## src/rtl/mem_arbiter_pkg.sv

```systemverilog
// rtl/mem_arbiter_pkg.sv - shared types and defaults for the unified-memory arbiter
package arb_pkg;

    typedef enum logic [1:0] {
        IDLE,
        BUSY,
        RESP
    } state_t;

    typedef enum logic {
        OWN_IF,
        OWN_MEM
    } owner_t;

    localparam int DEFAULT_LATENCY = 2;

endpackage

```

## src/rtl/mem_arbiter_if.sv

```systemverilog
// rtl/mem_arbiter_if.sv - fetch/data request ports and memory port bundle of mem_arbiter
interface mem_arbiter_if #(
    parameter int ADDR_W = 32,
    parameter int DATA_W = 32
);
    logic              if_req;
    logic [ADDR_W-1:0] if_addr;
    logic [DATA_W-1:0] if_rdata;
    logic              if_ready;

    logic              mem_rreq;
    logic              mem_wreq;
    logic [ADDR_W-1:0] mem_addr;
    logic [DATA_W-1:0] mem_wdata;
    logic [DATA_W-1:0] mem_rdata;
    logic              mem_ready;

    logic              ram_en;
    logic              ram_we;
    logic [ADDR_W-1:0] ram_addr;
    logic [DATA_W-1:0] ram_wdata;
    logic [DATA_W-1:0] ram_rdata;

    logic              stall;

    // Arbiter side
    modport slave (
        input  if_req, if_addr, mem_rreq, mem_wreq, mem_addr, mem_wdata, ram_rdata,
        output if_rdata, if_ready, mem_rdata, mem_ready,
        output ram_en, ram_we, ram_addr, ram_wdata, stall
    );

    // Pipeline + memory side
    modport master (
        output if_req, if_addr, mem_rreq, mem_wreq, mem_addr, mem_wdata, ram_rdata,
        input  if_rdata, if_ready, mem_rdata, mem_ready,
        input  ram_en, ram_we, ram_addr, ram_wdata, stall
    );

endinterface

```

## src/rtl/mem_arbiter_fetch_buffer.sv

```systemverilog
// rtl/mem_arbiter_fetch_buffer.sv - one-entry instruction buffer (tag, data, valid)
module fetch_buffer #(
    parameter int ADDR_W = 32,
    parameter int DATA_W = 32
) (
    input  logic              clk,
    input  logic              rst,
    input  logic [ADDR_W-1:0] lookup_addr,
    output logic              hit,
    output logic [DATA_W-1:0] hit_data,
    input  logic              load,
    input  logic [ADDR_W-1:0] load_tag,
    input  logic [DATA_W-1:0] load_data,
    input  logic              inval,
    input  logic [ADDR_W-1:0] inval_addr
);

    logic [ADDR_W-1:0] tag_q, tag_d;
    logic [DATA_W-1:0] data_q, data_d;
    logic              valid_q, valid_d;

    always_comb begin
        tag_d   = tag_q;
        data_d  = data_q;
        valid_d = valid_q;
        if (load) begin
            tag_d   = load_tag;
            data_d  = load_data;
            valid_d = 1'b1;
        end
        // A store to the buffered word makes the copy stale
        if (inval && (inval_addr == tag_q)) begin
            valid_d = 1'b0;
        end
    end

    always_ff @(posedge clk) begin
        if (rst) begin
            tag_q   <= '0;
            data_q  <= '0;
            valid_q <= 1'b0;
        end else begin
            tag_q   <= tag_d;
            data_q  <= data_d;
            valid_q <= valid_d;
        end
    end

    assign hit      = valid_q && (lookup_addr == tag_q);
    assign hit_data = data_q;

endmodule

```

## src/rtl/mem_arbiter.sv

```systemverilog
// rtl/mem_arbiter.sv - single-port memory arbiter, data over fetch, IDLE/BUSY/RESP sequencing
// Optional one-entry fetch buffer enabled by defining IBUF_EN.
module mem_arbiter
    import arb_pkg::*;
#(
    parameter int ADDR_W  = 32,
    parameter int DATA_W  = 32,
    parameter int LATENCY = DEFAULT_LATENCY
) (
    input logic          clk,
    input logic          rst,
    mem_arbiter_if.slave bus
);

    localparam int               CNT_W    = (LATENCY > 1) ? $clog2(LATENCY) : 1;
    localparam logic [CNT_W-1:0] CNT_LAST = CNT_W'(LATENCY - 1);

    state_t            state_q, state_d;
    owner_t            owner_q, owner_d;
    logic [CNT_W-1:0]  cnt_q, cnt_d;
    logic              we_q, we_d;
    logic [ADDR_W-1:0] addr_q, addr_d;
    logic [DATA_W-1:0] wdata_q, wdata_d;
    logic [DATA_W-1:0] if_rdata_q, if_rdata_d;
    logic [DATA_W-1:0] mem_rdata_q, mem_rdata_d;

    logic mem_req;
    assign mem_req = bus.mem_rreq | bus.mem_wreq;

`ifdef IBUF_EN
    logic              ibuf_hit;
    logic              ibuf_load;
    logic              ibuf_inval;
    logic [DATA_W-1:0] ibuf_data;

    fetch_buffer #(
        .ADDR_W (ADDR_W),
        .DATA_W (DATA_W)
    ) u_fetch_buffer (
        .clk         (clk),
        .rst         (rst),
        .lookup_addr (bus.if_addr),
        .hit         (ibuf_hit),
        .hit_data    (ibuf_data),
        .load        (ibuf_load),
        .load_tag    (addr_q),
        .load_data   (bus.ram_rdata),
        .inval       (ibuf_inval),
        .inval_addr  (bus.mem_addr)
    );
`endif

    always_comb begin
        state_d     = state_q;
        owner_d     = owner_q;
        cnt_d       = cnt_q;
        we_d        = we_q;
        addr_d      = addr_q;
        wdata_d     = wdata_q;
        if_rdata_d  = if_rdata_q;
        mem_rdata_d = mem_rdata_q;
`ifdef IBUF_EN
        ibuf_load   = 1'b0;
        ibuf_inval  = 1'b0;
`endif
        case (state_q)
            IDLE: begin
                // Data side wins; a simultaneous read+write request is a write
                if (mem_req) begin
                    addr_d  = bus.mem_addr;
                    we_d    = bus.mem_wreq;
                    wdata_d = bus.mem_wdata;
                    owner_d = OWN_MEM;
                    cnt_d   = '0;
                    state_d = BUSY;
`ifdef IBUF_EN
                    ibuf_inval = bus.mem_wreq;
`endif
                end
`ifdef IBUF_EN
                else if (bus.if_req && ibuf_hit) begin
                    owner_d    = OWN_IF;
                    if_rdata_d = ibuf_data;
                    state_d    = RESP;
                end
`endif
                else if (bus.if_req) begin
                    addr_d  = bus.if_addr;
                    we_d    = 1'b0;
                    owner_d = OWN_IF;
                    cnt_d   = '0;
                    state_d = BUSY;
                end
            end
            BUSY: begin
                if (cnt_q == CNT_LAST) begin
                    cnt_d   = '0;
                    state_d = RESP;
                    if (owner_q == OWN_MEM) begin
                        mem_rdata_d = bus.ram_rdata;
                    end else begin
                        if_rdata_d = bus.ram_rdata;
`ifdef IBUF_EN
                        ibuf_load  = 1'b1;
`endif
                    end
                end else begin
                    cnt_d = cnt_q + CNT_W'(1);
                end
            end
            // Ready cycle: never accepts, so a still-held request is not taken twice
            RESP:    state_d = IDLE;
            default: state_d = IDLE;
        endcase
    end

    always_ff @(posedge clk) begin
        if (rst) begin
            state_q     <= IDLE;
            owner_q     <= OWN_IF;
            cnt_q       <= '0;
            we_q        <= 1'b0;
            addr_q      <= '0;
            wdata_q     <= '0;
            if_rdata_q  <= '0;
            mem_rdata_q <= '0;
        end else begin
            state_q     <= state_d;
            owner_q     <= owner_d;
            cnt_q       <= cnt_d;
            we_q        <= we_d;
            addr_q      <= addr_d;
            wdata_q     <= wdata_d;
            if_rdata_q  <= if_rdata_d;
            mem_rdata_q <= mem_rdata_d;
        end
    end

    assign bus.ram_en    = (state_q == BUSY);
    assign bus.ram_we    = (state_q == BUSY) && we_q;
    assign bus.ram_addr  = addr_q;
    assign bus.ram_wdata = wdata_q;

    assign bus.if_ready  = (state_q == RESP) && (owner_q == OWN_IF);
    assign bus.mem_ready = (state_q == RESP) && (owner_q == OWN_MEM);
    assign bus.if_rdata  = if_rdata_q;
    assign bus.mem_rdata = mem_rdata_q;

    assign bus.stall = (bus.if_req & ~bus.if_ready) | (mem_req & ~bus.mem_ready);

endmodule

```

## src/flat_wrapper.sv

```systemverilog
// flat-port wrapper written by rule: the top's interface ports become plain ports
module mem_arbiter_flat import arb_pkg::*;
#(
    parameter int ADDR_W  = 32,
    parameter int DATA_W  = 32,
    parameter int LATENCY = DEFAULT_LATENCY
)
  (clk, rst, bus_if_req, bus_if_addr, bus_mem_rreq, bus_mem_wreq, bus_mem_addr, bus_mem_wdata, bus_ram_rdata, bus_if_rdata, bus_if_ready, bus_mem_rdata, bus_mem_ready, bus_ram_en, bus_ram_we, bus_ram_addr, bus_ram_wdata, bus_stall);
  mem_arbiter_if #(.ADDR_W(ADDR_W), .DATA_W(DATA_W)) bus_i ();
  input logic clk;
  input logic rst;
  input wire logic [$bits(bus_i.if_req)-1:0] bus_if_req;
  input wire logic [$bits(bus_i.if_addr)-1:0] bus_if_addr;
  input wire logic [$bits(bus_i.mem_rreq)-1:0] bus_mem_rreq;
  input wire logic [$bits(bus_i.mem_wreq)-1:0] bus_mem_wreq;
  input wire logic [$bits(bus_i.mem_addr)-1:0] bus_mem_addr;
  input wire logic [$bits(bus_i.mem_wdata)-1:0] bus_mem_wdata;
  input wire logic [$bits(bus_i.ram_rdata)-1:0] bus_ram_rdata;
  output wire logic [$bits(bus_i.if_rdata)-1:0] bus_if_rdata;
  output wire logic [$bits(bus_i.if_ready)-1:0] bus_if_ready;
  output wire logic [$bits(bus_i.mem_rdata)-1:0] bus_mem_rdata;
  output wire logic [$bits(bus_i.mem_ready)-1:0] bus_mem_ready;
  output wire logic [$bits(bus_i.ram_en)-1:0] bus_ram_en;
  output wire logic [$bits(bus_i.ram_we)-1:0] bus_ram_we;
  output wire logic [$bits(bus_i.ram_addr)-1:0] bus_ram_addr;
  output wire logic [$bits(bus_i.ram_wdata)-1:0] bus_ram_wdata;
  output wire logic [$bits(bus_i.stall)-1:0] bus_stall;
  assign bus_i.if_req = bus_if_req;
  assign bus_i.if_addr = bus_if_addr;
  assign bus_i.mem_rreq = bus_mem_rreq;
  assign bus_i.mem_wreq = bus_mem_wreq;
  assign bus_i.mem_addr = bus_mem_addr;
  assign bus_i.mem_wdata = bus_mem_wdata;
  assign bus_i.ram_rdata = bus_ram_rdata;
  assign bus_if_rdata = bus_i.if_rdata;
  assign bus_if_ready = bus_i.if_ready;
  assign bus_mem_rdata = bus_i.mem_rdata;
  assign bus_mem_ready = bus_i.mem_ready;
  assign bus_ram_en = bus_i.ram_en;
  assign bus_ram_we = bus_i.ram_we;
  assign bus_ram_addr = bus_i.ram_addr;
  assign bus_ram_wdata = bus_i.ram_wdata;
  assign bus_stall = bus_i.stall;
  mem_arbiter #(.ADDR_W(ADDR_W), .DATA_W(DATA_W), .LATENCY(LATENCY)) u_core (.clk(clk), .rst(rst), .bus(bus_i));
endmodule
```

## config.mk

```make
export PLATFORM = sky130hd
export DESIGN_NAME = mem_arbiter_flat
export DESIGN_NICKNAME = d
export VERILOG_FILES = /design/src/rtl/mem_arbiter_pkg.sv /design/src/rtl/mem_arbiter_if.sv /design/src/rtl/mem_arbiter_fetch_buffer.sv /design/src/rtl/mem_arbiter.sv /design/src/flat_wrapper.sv
export SDC_FILE = /design/constraint.sdc
export NUM_CORES = 1
export LEC_CHECK = 0
export BUFFER_PORTS_ARGS = -buffer_cell sky130_fd_sc_hd__buf_2
export CAP_MARGIN = 20
export CORE_MARGIN = 3
export CORE_UTILIZATION = 46
export DETAILED_ROUTE_END_ITERATION = 6
export PLACE_DENSITY = 0.8
export SYNTH_ARGS = -nofsm -noshare
export SYNTH_HDL_FRONTEND = slang
export SYNTH_HIERARCHICAL = 1
export SYNTH_SLANG_ARGS = --single-unit
```

## constraint.sdc

```tcl
create_clock -name clk -period 1.5 [get_ports clk]
set_input_delay 0.075 -clock clk [delete_from_list [all_inputs] [get_ports clk]]
set_output_delay 0.075 -clock clk [all_outputs]
set_load 0.01 [all_outputs]
```

==> results.sh <==
export IMPL_grt_util_all_layers=0.325
export IMPL_core_area_um2=11100
export IMPL_start_kind="register"
export IMPL_hold_path_class="in -> reg"
export IMPL_vias=6485
export IMPL_reg2reg_from="u_core/state_q[0]"
export IMPL_yosys_area_top_type_share=0.500
export IMPL_yosys_area_share_simple=0.193
export IMPL_cap_violations=0
export IMPL_whs_path_depth=4
export IMPL_hp_start="bus_if_req"
export IMPL_r2r_cells=5
export IMPL_worstSetupPathType="reg -> reg"
export IMPL_power_density_nw_per_um2=1160
export IMPL_status="complete, no violations"
export IMPL_synth_area_leaders="dfxtp_1, nand2_1, a21oi_1"
export IMPL_routabilityCongestion=0.836
export IMPL_p_leak_nw=3.88
export IMPL_fp_dieH_um=114
export IMPL_cp_max_fo=19
export IMPL_numCtsBuffers=17
export IMPL_synth_fa_ha_area_frac=0
export IMPL_cp_required_ns=1.79
export IMPL_clkTransAtPathRegs_ns=0.06
export IMPL_r2r_setup_slack_ns=0.008
export IMPL_die_w_um=114
export IMPL_min_period_ns=1.49
export IMPL_yosysUniqueCellTypes=34
export IMPL_synthXorXnorAreaFrac=0
export IMPL_r2r_end="u_core/bus.ram_addr[10]"
export IMPL_finalSetupViolCount=0
export IMPL_fin_tns_setup_ns=0
export IMPL_cts_htree_levels=4
export IMPL_ys_ff_latch=133
export IMPL_clock_latency_ns=0.42
export IMPL_post_drt_wl_per_cell_um=18.6
export IMPL_cts_sinks=133
export IMPL_grt_pass1_vias=6454
export IMPL_dieArea_um2=12900
export IMPL_arrival_ns=1.78
export IMPL_skew_ns=0.00849
export IMPL_routed_wl_um=21700
export IMPL_slew_headroom=0.677
export IMPL_finalNonFillerCells=1165
export IMPL_worstMarginPinSlew_ns=0.485
export IMPL_viasPerCell=5.57
export IMPL_fillers=657
export IMPL_numPortBuffers=265
export IMPL_drcViolationCount=0
export IMPL_ant_nets=0
export IMPL_fp_row_count=38
export IMPL_ys_warn_count=6
export IMPL_start_util=0.481
export IMPL_overflow=0
export IMPL_dr_pass1_iters=6
export IMPL_clock_tree_buffer_depth=2
export IMPL_drive_above_1_share=0.345
export IMPL_synth_fp_nets=775
export IMPL_syn_to_final_growth_pct=63.7
export IMPL_root_buffer="clkbuf_16"
export IMPL_grt_pass1_wl_um=33100
export IMPL_min_to="u_core/cnt_q"
export IMPL_fin_crit_sh=0.995
export IMPL_seq_area_frac_synth=0.500
export IMPL_synth_compound_area_frac=0.233
export IMPL_netlist_instances=642
export IMPL_fmax_mhz=670
export IMPL_synth_top_cell_by_area="dfxtp_1"
export IMPL_post_dp_hpwl_um=11000
export IMPL_synth_area_um2=5330
export IMPL_rsz0062_at_grt="no"
export IMPL_drt_initial_drc_count=630
export IMPL_nets=1144
export IMPL_drv_slew=0
export IMPL_hold_viol_final=0
export IMPL_irDropWorstVdd_mv=1.04
export IMPL_cts_tree="yes"
export IMPL_end_kind="register"
export IMPL_synth_mux_area_frac=0
export IMPL_place_inst=1001
export IMPL_synth_area_per_cell_um2=8.30
export IMPL_synth_top_family_by_area="compound AO/OA/AOI/OAI gates"
export IMPL_grt_max_degree=42
export IMPL_io_pins=266
export IMPL_antenna_found_initial=2
## per-stage QoR
step	setup slack, ns	hold WS, ns	total power (W)	utilization	instance area, um2
3_3_place_gp	0.221	0.328	0.00533	0.609	6740
5_1_grt	0.00455	0.105	0.0104	0.787	8720
2_1_floorplan	0.261	0.211	0.00476	-	5330
4_1_cts	0.0183	0.0254	0.00995	0.782	8660
6_report	0.00752	0.0514	0.0101	0.787	8720
3_5_place_dp	0.158	0.332	0.00536	0.609	6740
## repair_timing
| item | 4_1_cts | 5_1_grt |
|---|---|---|
| cloned | 0 | 2 |
| setup endpoints to repair | 3 | 5 |
| endpoints found under the hold margin | 129 | 0 |
| hold buffers | 129 | 0 |
| resized for setup | 3 | 7 |
| setup buffers | 0 | 0 |
## layout make-up
class                           count  area, um2  share of cell area
Antenna cell                        2       5.00            0.000574
Timing Repair Buffer              414       2960               0.340
Clock buffer                       22        464              0.0532
Multi-Input combinational cell    444       2290               0.263
Sequential cell                   133       2670               0.306
Tap cell                          140        175              0.0201
Clock inverter                      9        151              0.0174
Inverter                            1       3.75            0.000430
## power by group
| group | total [W] | switching, W | internal [W] |
|---|---|---|---|
| clock network | 0.00439 | 0.00154 | 0.00285 |
| registers | 0.00392 | 0.000153 | 0.00377 |
| logic | 0.00179 | 0.000944 | 0.000843 |
## flip-flops by register name, summed over array words and instances (netlist names)
register / count
u_core/bus.mem_rdata: 32
u_core/bus.ram_wdata: 32
u_core/owner_q: 1
u_core/we_q: 1
u_core/bus.if_rdata: 32
u_core/state_q: 2
u_core/cnt_q: 1
u_core/bus.ram_addr: 32
## critical path, stage by stage, from the launching register on
cell and delay (ns):
dfxtp_2 0.33, buf_2 0.16, nor2_4 0.17, buf_12 0.22, a21oi_2 0.09, a311oi_1 0.39
## cells in the mapped netlist
master / count
a2111oi_0: 1
a211oi_1: 1
a21oi_1: 99
a21oi_2: 31
a311oi_1: 32
and2_1: 1
and3b_1: 1
and4b_1: 1
and4bb_2: 1
buf_2: 24
buf_4: 11
buf_6: 8
buf_8: 2
clkbuf_1: 19
dfxtp_1: 133
inv_1: 1
nand2_1: 194
nand2b_1: 1
nand3_1: 32
nand3b_1: 1
nand4b_1: 1
nand4bb_1: 1
nor2_1: 3
nor2_2: 1
nor2_4: 1
nor2b_1: 1
nor3b_1: 1
nor4_1: 1
o21ai_0: 33
o21ai_1: 1
o22ai_1: 1
or2_0: 1
or2_2: 1
or3_1: 1
## cells by family (layout without fill, tap and decap cells)
family | after synthesis | in the layout
DFF | 133 | 133
AOI/OAI and AO/OA | 199 | 199
and+or+nand+nor | 245 | 245
other | 0 | 2
buffers and inverters | 65 | 446
## how the worst max path moves through the flow
stage                                 start                 endpoint  slack (ns)  cells past startpoint
final                     u_core/state_q[0]  u_core/bus.ram_addr[10]       0.008                      5
after floorplan           u_core/state_q[1]  u_core/bus.ram_addr[30]        0.26                      5
after global routing      u_core/state_q[0]  u_core/bus.ram_addr[10]       0.005                      5
after CTS                 u_core/state_q[0]                bus_stall        0.02                      4
after detailed placement       bus_mem_wreq  u_core/bus.ram_addr[13]        0.16                      5
after global placement         bus_mem_wreq   u_core/bus.ram_addr[0]        0.22                      5
## layer usage
layer  wire (um)  global-route usage
met3        2000              0.0960
met5           0                   0
met1        7580               0.348
met4        1230               0.220
met2       10900               0.551
## cell usage in the layout (no fill, tap or decap), types with 2 or more instances in the layout
| cell type | count |
|---|---|
| a21oi_1 | 99 |
| a21oi_2 | 31 |
| a311oi_1 | 32 |
| buf_12 | 13 |
| buf_2 | 265 |
| buf_4 | 2 |
| buf_6 | 4 |
| bufinv_16 | 4 |
| clkbuf_1 | 3 |
| clkbuf_16 | 18 |
| clkbuf_8 | 2 |
| clkinv_2 | 3 |
| dfxtp_1 | 131 |
| dfxtp_2 | 2 |
| diode_2 | 2 |
| dlygate4sd3_1 | 129 |
| nand2_1 | 194 |
| nand3_1 | 32 |
| nor2_1 | 3 |
| nor2_4 | 2 |
| o21ai_0 | 33 |
(Power assumes the default switching activity.)
